<file path="src/rtl/hex_dump_fmt.sv">
// hex_dump_fmt
// Turns a stream of (address, byte) pairs into an ASCII hex dump. Characters
// go to the uart one per out_wr strobe, in lines of the form
//   "AAAA: HH HH ... HH\r\n"
// with BYTES_PER_LINE bytes per line. The address field is printed only for
// the first byte of a line and is taken from that byte's in_addr.
//
// Ports:
//   clk       system clock
//   rst       synchronous, active-high reset
//   in_data   byte to print
//   in_addr   byte address of in_data (15 bits, printed as 4 hex digits)
//   in_valid  in_data/in_addr valid
//   in_ready  formatter can accept a byte (idle and not in reset)
//   out_data  ASCII character for the uart (holds when out_wr is low)
//   out_wr    one-cycle write strobe to the uart
//   tx_ready  uart tx_empty
//   busy      high while a byte is being formatted
module hex_dump_fmt #(
    parameter int BYTES_PER_LINE = 16,
    parameter int TX_HOLDOFF     = 2
) (
    input  logic        clk,
    input  logic        rst,
    input  logic [7:0]  in_data,
    input  logic [14:0] in_addr,
    input  logic        in_valid,
    output logic        in_ready,
    output logic [7:0]  out_data,
    output logic        out_wr,
    input  logic        tx_ready,
    output logic        busy
);

    localparam int               COL_W     = $clog2(BYTES_PER_LINE) + 1;
    localparam logic [COL_W-1:0] LAST_COL  = COL_W'(BYTES_PER_LINE - 1);
    localparam logic [3:0]       HOLD_LOAD = 4'(TX_HOLDOFF);

    typedef enum logic [3:0] {
        IDLE,
        ADDR,
        COLON,
        SPC0,
        HI,
        LO,
        SEP,
        CR,
        LF
    } state_t;

    state_t           state_reg, state_next;
    logic [COL_W-1:0] col_reg, col_next;
    logic [3:0]       hold_reg, hold_next;
    logic [1:0]       nib_reg, nib_next;
    logic [7:0]       data_reg, data_next;
    logic [14:0]      addr_reg, addr_next;
    logic [7:0]       out_data_reg, out_data_next;
    logic             out_wr_reg, out_wr_next;

    // Nibble to uppercase ASCII hex digit.
    logic [7:0] hex_lut [16];

    generate
        for (genvar gi = 0; gi < 16; gi++) begin : g_hex
            if (gi < 10) begin : g_digit
                assign hex_lut[gi] = 8'(8'h30 + gi);
            end else begin : g_alpha
                assign hex_lut[gi] = 8'(8'h41 + gi - 10);
            end
        end
    endgenerate

    // The address is printed as 16 bits with a zero MSB; nib_reg counts
    // down from 3 so the most significant digit comes out first.
    logic [15:0] addr_word;
    logic [3:0]  addr_nib;
    logic [7:0]  cur_char;

    assign addr_word = {1'b0, addr_reg};
    assign addr_nib  = addr_word[{nib_reg, 2'b00} +: 4];

    always_comb begin
        cur_char = 8'h00;
        case (state_reg)
            ADDR:      cur_char = hex_lut[addr_nib];
            COLON:     cur_char = 8'h3A;
            SPC0, SEP: cur_char = 8'h20;
            HI:        cur_char = hex_lut[data_reg[7:4]];
            LO:        cur_char = hex_lut[data_reg[3:0]];
            CR:        cur_char = 8'h0D;
            LF:        cur_char = 8'h0A;
            default:   cur_char = 8'h00;
        endcase
    end

    assign in_ready = (state_reg == IDLE) && !rst;
    assign out_data = out_data_reg;
    assign out_wr   = out_wr_reg;
    assign busy     = (state_reg != IDLE);

    always_comb begin
        state_next    = state_reg;
        col_next      = col_reg;
        nib_next      = nib_reg;
        data_next     = data_reg;
        addr_next     = addr_reg;
        out_data_next = out_data_reg;
        out_wr_next   = 1'b0;
        // Holdoff runs down in every state, including IDLE, so a new byte
        // still waits out the uart's tx_empty update latency.
        hold_next     = (hold_reg != 4'd0) ? hold_reg - 4'd1 : 4'd0;

        if (state_reg == IDLE) begin
            if (in_valid && in_ready) begin
                data_next  = in_data;
                addr_next  = in_addr;
                nib_next   = 2'd3;
                state_next = (col_reg == '0) ? ADDR : HI;
            end
        end else if (tx_ready && (hold_reg == 4'd0)) begin
            // Emit the current state's character and advance on the same
            // edge; tx_ready is then ignored until the holdoff expires.
            out_wr_next   = 1'b1;
            out_data_next = cur_char;
            hold_next     = HOLD_LOAD;
            case (state_reg)
                ADDR: begin
                    if (nib_reg == 2'd0) begin
                        state_next = COLON;
                    end else begin
                        nib_next = nib_reg - 2'd1;
                    end
                end
                COLON:   state_next = SPC0;
                SPC0:    state_next = HI;
                HI:      state_next = LO;
                LO:      state_next = (col_reg == LAST_COL) ? CR : SEP;
                SEP: begin
                    col_next   = col_reg + 1'b1;
                    state_next = IDLE;
                end
                CR:      state_next = LF;
                LF: begin
                    col_next   = '0;
                    state_next = IDLE;
                end
                default: state_next = IDLE;
            endcase
        end
    end

    always_ff @(posedge clk) begin
        if (rst) begin
            state_reg    <= IDLE;
            col_reg      <= '0;
            hold_reg     <= 4'd0;
            nib_reg      <= 2'd0;
            data_reg     <= 8'h00;
            addr_reg     <= 15'h0000;
            out_data_reg <= 8'h00;
            out_wr_reg   <= 1'b0;
        end else begin
            state_reg    <= state_next;
            col_reg      <= col_next;
            hold_reg     <= hold_next;
            nib_reg      <= nib_next;
            data_reg     <= data_next;
            addr_reg     <= addr_next;
            out_data_reg <= out_data_next;
            out_wr_reg   <= out_wr_next;
        end
    end

endmodule

</file>
<file path="config.mk">
export PLATFORM = sky130hd
export DESIGN_NAME = hex_dump_fmt
export DESIGN_NICKNAME = d
export VERILOG_FILES = /design/src/rtl/hex_dump_fmt.sv
export SDC_FILE = /design/constraint.sdc
export NUM_CORES = 1
export LEC_CHECK = 0
export BUFFER_PORTS_ARGS = -buffer_cell sky130_fd_sc_hd__clkbuf_2
export CORE_ASPECT_RATIO = 1.5
export CORE_UTILIZATION = 30
export CTS_BUF_LIST = sky130_fd_sc_hd__clkbuf_8
export CTS_CLUSTER_SIZE = 24
export DETAILED_ROUTE_END_ITERATION = 10
export GPL_TIMING_DRIVEN = 0
export PLACE_DENSITY = 0.51
export SKIP_CTS_REPAIR_TIMING = 1
export SYNTH_ARGS = -nofsm -noshare
export SYNTH_HDL_FRONTEND = slang
export SYNTH_SLANG_ARGS = --single-unit
export TNS_END_PERCENT = 20
</file>
<file path="constraint.sdc">
create_clock -name clk -period 4.4 [get_ports clk]
set_input_delay 0.22 -clock clk [delete_from_list [all_inputs] [get_ports clk]]
set_output_delay 0.22 -clock clk [all_outputs]
set_load 0.02 [all_outputs]
</file>
Word-level counts from Yosys, hierarchy flattened:

Memory sizes are Yosys's and may differ from the RTL's.
Cells that the tools add are included.
W data, S select, Z words.

* register bits after elaboration: 47
* ROM bits: 384
* input bits: 27
* output and inout port bits: 11
* memories kept: 3

* add/subtract/negate cells: 3
* $lt $le $gt $ge: 3
* equality and inequality tests: 12
* shift operators: 1
* multiplexer cells: 24
* bitwise operators: 4
* reductions and logical operators: 20

Memories
* (name not given): words 16, bits a word 8, read ports 1, clocked after Yosys merged registers in 0, write ports 0, RTL line 89 `LO: cur_char = hex_lut[data_reg[3:0]];`
* (name not given): words 16, bits a word 8, read ports 1, clocked after Yosys merged registers in 0, write ports 0, RTL line 88 `HI: cur_char = hex_lut[data_reg[7:4]];`
* (name not given): words 16, bits a word 8, read ports 1, clocked after Yosys merged registers in 0, write ports 0, RTL line 85 `ADDR: cur_char = hex_lut[addr_nib];`

Operators with widths (number)
* $pmux W8 S7: 1
* $mux W8: 6
* $mux W4: 7
* $pmux W4 S6: 1
* $eq A4 B3 Y1 const B: 4
* $shiftx A16 B5 Y4: 1
* $ge A5 B5 Y1 const B: 3
* $not A4 Y5: 3
* $mux W2: 5
* $pmux W5 S2: 1
* $eq A4 B2 Y1 const B: 2
* $logic_not A4 Y1: 2
* $reduce_bool A4 Y1: 2
* $reduce_and A3 Y1: 2
* $reduce_bool A2 Y1: 3
* $add A5 B1 Y5 const B: 1
* $eq A5 B4 Y1 const B: 1
* $logic_not A5 Y1: 1
* $eq A4 B1 Y1 const B: 1
* $eq A4 B4 Y1 const B: 1
* $reduce_and A2 Y1: 2
* $reduce_and A4 Y1: 1
* $reduce_or A2 Y1: 2
* $sub A4 B1 Y4 const B: 1
* 10 further kinds: 13

Longest topological paths before layout:

* depth after elaboration: 6
* depth in mapped cells: 9
* depth with buffers taken out: 8

Worst setup path after synthesis:

OpenSTA, ideal clock, no wires.

* path type: register to register
* start point: reg nib_reg[0]
* end point: reg out_data_reg[0], in the netlist out_data[0]
* data arrival time: 1677 ps
* data required time: 4284 ps
* slack: 2608 ps
* stages on the path, launching flop included: 8
* buffers on the path: 1
* clock period less this slack: 1792 ps
* cell sequence: dfxtp_1 > buf_2 > mux4_2 > inv_1 > ha_1 > nand3_1 > o211ai_1 > a31o_1

* cells in the longest elaborated chain, start to end: 6

RTL lines
* start: declaration: RTL line 54 `logic [1:0] nib_reg, nib_next;`
* start signal: assignment: RTL line 166 `nib_reg <= nib_next;`
* $shiftx A16 B5 Y4: RTL line 80 `assign addr_nib = addr_word[{nib_reg, 2'b00} +: 4];`
* $not A4 Y5 (implied by the code): RTL line 85
* $mem_v2 Z16 W8
* $mux W8 (implied by the code) (2 in series): RTL line 85
* $pmux W8 S7: RTL line 84 `case (state_reg)`
* end signal: assignment: RTL line 169 `out_data_reg <= out_data_next;`
* end: declaration: RTL line 57 `logic [7:0] out_data_reg, out_data_next;`

No other way between the ends. The select of a mux whose other input is x is not followed.
A chain may end at the register's enable or synchronous reset.

Final worst setup path:

* start point: reg nib_reg[0]
* end point: reg out_data_reg[1], in the netlist out_data[1]

Same word-level chain as after synthesis.

==> flow_metrics.py <==
metrics = {
    "status": {
        "outcome": "completed",
    },
    "setup_path": {
        "start_kind": "register",
        "cp_max_fo": 8,
        "reg2reg_setup_slack_ns": 2.39,
        "worstPathArrival_ns": 2.24,
        "crit_path_end_kind": "register",
        "cpMaxStageDelayCell": "mux4_2",
        "cp_top_family": "multiplexers",
        "crit_required_ns": 4.63,
        "critPathBufInv": 3,
        "critPathMaxStageDelay_ns": 0.55,
        "cp_cell_sequence": "buf_2 -> mux4_2 -> inv_1 -> ha_1 -> inv_1 -> mux2i_1 -> nand2_1 -> o211ai_1 -> a31oi_1",
        "cpMostUsedCell": "inv_1",
        "critical_path_class": "register to register",
    },
    "final_layout": {
        "seq_area_um2": 921,
        "fillCellCount": 883,
        "areaGrowthSynthToFinish_pct": 16.4,
        "drive_above_1_share": 0.177,
        "diodes": 0,
        "largest_reg_flops": 15,
        "final_nets": 393,
        "multiInputGateArea_mm2": 0.00142,
        "final_cells": 461,
    },
    "global_routing": {
        "antenna_found_initial": 0,
        "globalRouteOverflowTotal": 0,
        "grt_pass1_vias": 2282,
        "grtUsageTotal": 0.158,
        "grt_max_degree": 15,
        "grt_pass1_wl_um": 11000,
    },
    "floorplan": {
        "die_area_mm2": 0.00875,
        "rows": 40,
        "initial_core_util": 0.312,
        "die_y_um": 114,
        "die_width_um": 76.7,
        "core_mm2": 0.00806,
        "io_pins": 38,
    },
    "logic_synthesis": {
        "ys_async_sr_fraction": 0,
        "synth_edf_count": 0,
        "ys_seq_elements": 46,
        "synth_ff_type": "dfxtp_1",
        "syn-instance-count": 313,
        "ys_warn_count": 0,
        "synth_cell_types": 60,
        "syn_nets": 351,
        "netlist_area_mm2": 0.00251,
        "synth_seq_area_share": 0.367,
        "avgSynthCellArea_um2": 8.02,
    },
    "detailed_routing": {
        "dr.pass1.iters": 4,
        "post-route-drc-count": 0,
        "vias_per_cell": 5.00,
        "drtAntennaViolNets": 0,
        "dr_total_vias": 2303,
        "first_iter_violations": 151,
        "routedWlPerCell_um": 14.2,
        "drt-total-wl_um": 6570,
    },
    "placed_design": {
        "place_congestion": 0.811,
        "dp_slack_ns": 2.40,
        "io_buffers": 35,
        "placed_cells": 453,
        "dpl.hpwl_um": 5030,
    },
    "pwr": {
        "p_clk_frac": 0.186,
        "p_sw_frac": 0.413,
        "p_comb_frac": 0.443,
        "ir_drop_mv": 0.193,
        "p_leak_uw": 0.00113,
        "seqPwrFrac": 0.371,
        "intPower_uw": 929,
        "power_density_mw_per_mm2": 541,
        "switchingPower_uw": 653,
    },
    "timing": {
        "setup_viol": 0,
        "skew_ns": 0.00310,
        "setup_tns_ns": 0,
        "drv_slew": 0,
        "worst_slew_pin_slew_ns": 0.622,
        "period_minus_slack_ns": 2.01,
        "final.setup.worst_slack_ns": 2.39,
        "hold_violations": 0,
        "max_freq_mhz": 499,
        "rsz0062_at_grt": "false",
        "relSlewSlack": 0.585,
        "period_share": 0.456,
        "whs_ns": 0.108,
    },
    "clock_tree": {
        "cts_sinks": 46,
        "clkSlewWorstSetupHoldPaths_ns": 0.09,
        "clock_latency_ns": 0.30,
        "htreeDepth": 2,
        "cts_buffers": 5,
        "clockBufferDepth": 2,
        "cts_root_buf": "clkbuf_8",
        "cts_tree": "done",
    },
    "job": {
        "cap_violations": 0,
    },
    "worst_hold_path": {
        "hold_class": "input pin to register",
    },
}
==> logic make-up (layout without fill, tap and decap cells) <==
kind of cell    Yosys count  in the layout  synth area share
xor+xnor                  3              3            0.0105
flops                    46             46             0.367
mux                       5              5            0.0349
simple gates            128            128             0.249
other cells               1              1           0.00149
fa+ha+maj                11             11            0.0548
compound gates           80             80             0.214
buf+inv                  39             82            0.0688
==> cells in the final DEF (no fill, tap or decap), types with 5 or more instances in the layout <==
| cell | count |
|---|---|
| nand2_1 | 59 |
| nor3_1 | 8 |
| inv_1 | 18 |
| a21oi_1 | 15 |
| clkbuf_1 | 10 |
| clkbuf_2 | 35 |
| clkbuf_8 | 7 |
| a211oi_1 | 5 |
| buf_2 | 6 |
| o21ai_0 | 22 |
| nor2_1 | 21 |
| o31ai_1 | 5 |
| nand3_1 | 7 |
| ha_1 | 11 |
| dfxtp_1 | 46 |
| nand2b_1 | 8 |
==> path summary, 6_finish.rpt <==
path / from / end / cells after the start
max: nib_reg[0]$_SDFFE_PP0P_ / out_data[1]$_SDFFE_PP0P_ / 9
min: in_addr[3] / addr_reg[3]$_SDFFE_PP0P_ / 3
max reg2reg: nib_reg[0]$_SDFFE_PP0P_ / out_data[1]$_SDFFE_PP0P_ / 9
min reg2reg: hold_reg[0]$_SDFF_PP0_ / hold_reg[0]$_SDFF_PP0_ / 1
==> power groups by stage <==
stage | Combinational [µW] | Sequential, µW | Clock [µW]
3_3_place_gp | 690 | 595 | 0
6_report | 700 | 587 | 295
2_1_floorplan | 513 | 589 | 0
5_1_grt | 787 | 604 | 320
3_5_place_dp | 700 | 598 | 0
4_1_cts | 703 | 588 | 303
==> synthesized netlist by cell type (all sizes together) (3+ instances only) <==
cell type	count	area (µm²)
nand2	59	221
dfxtp	46	921
o21ai	22	110
nor2	21	78.8
inv	18	67.6
a21oi	15	75.1
buf	11	67.6
ha	11	138
clkbuf	10	37.5
nor3	9	50.1
nand2b	8	50.1
nand3	7	35.0
a211oi	5	37.5
o31ai	5	37.5
a31oi	4	25.0
a221o	3	30.0
and2	3	18.8
mux4	3	67.6
nand4	3	18.8
o22ai	3	18.8
or2	3	18.8
xnor2	3	26.3
==> worst min-delay path: stages <==
cell      delay (ns)
clkbuf_2        0.07
nand2_1         0.03
o21ai_0         0.05
==> layer usage <==
metal  wire (µm)  part of all wire  up-vias  GRT usage
met5           0                 0        -          0
met4         116             0.018        0     0.0500
met3         323             0.049       10     0.0239
met2        3370              0.51       56      0.294
met1        2760              0.42     1053      0.184
li1            -                 -     1184          -
==> final cells by class <==
| class | instances | area share |
|---|---|---|
| buffer | 21 | 0.0360 |
| sequential | 46 | 0.315 |
| inverter | 18 | 0.0231 |
| timing repair buffer | 35 | 0.0599 |
| clock buffer | 7 | 0.0330 |
| multi-input combinational | 228 | 0.485 |
| tap | 105 | 0.0449 |
| clock inverter | 1 | 0.00300 |
==> per-stage QoR <==
step | instance area (µm²) | power (µW) | utilization
after floorplan | 2510 | 1100 | -
after global placement | 2820 | 1280 | 0.350
after detailed placement | 2820 | 1300 | 0.350
after CTS | 2920 | 1590 | 0.363
after global routing | 2920 | 1710 | 0.363
final | 2920 | 1580 | 0.363
Note: power is estimated with default switching activity, not from simulation.
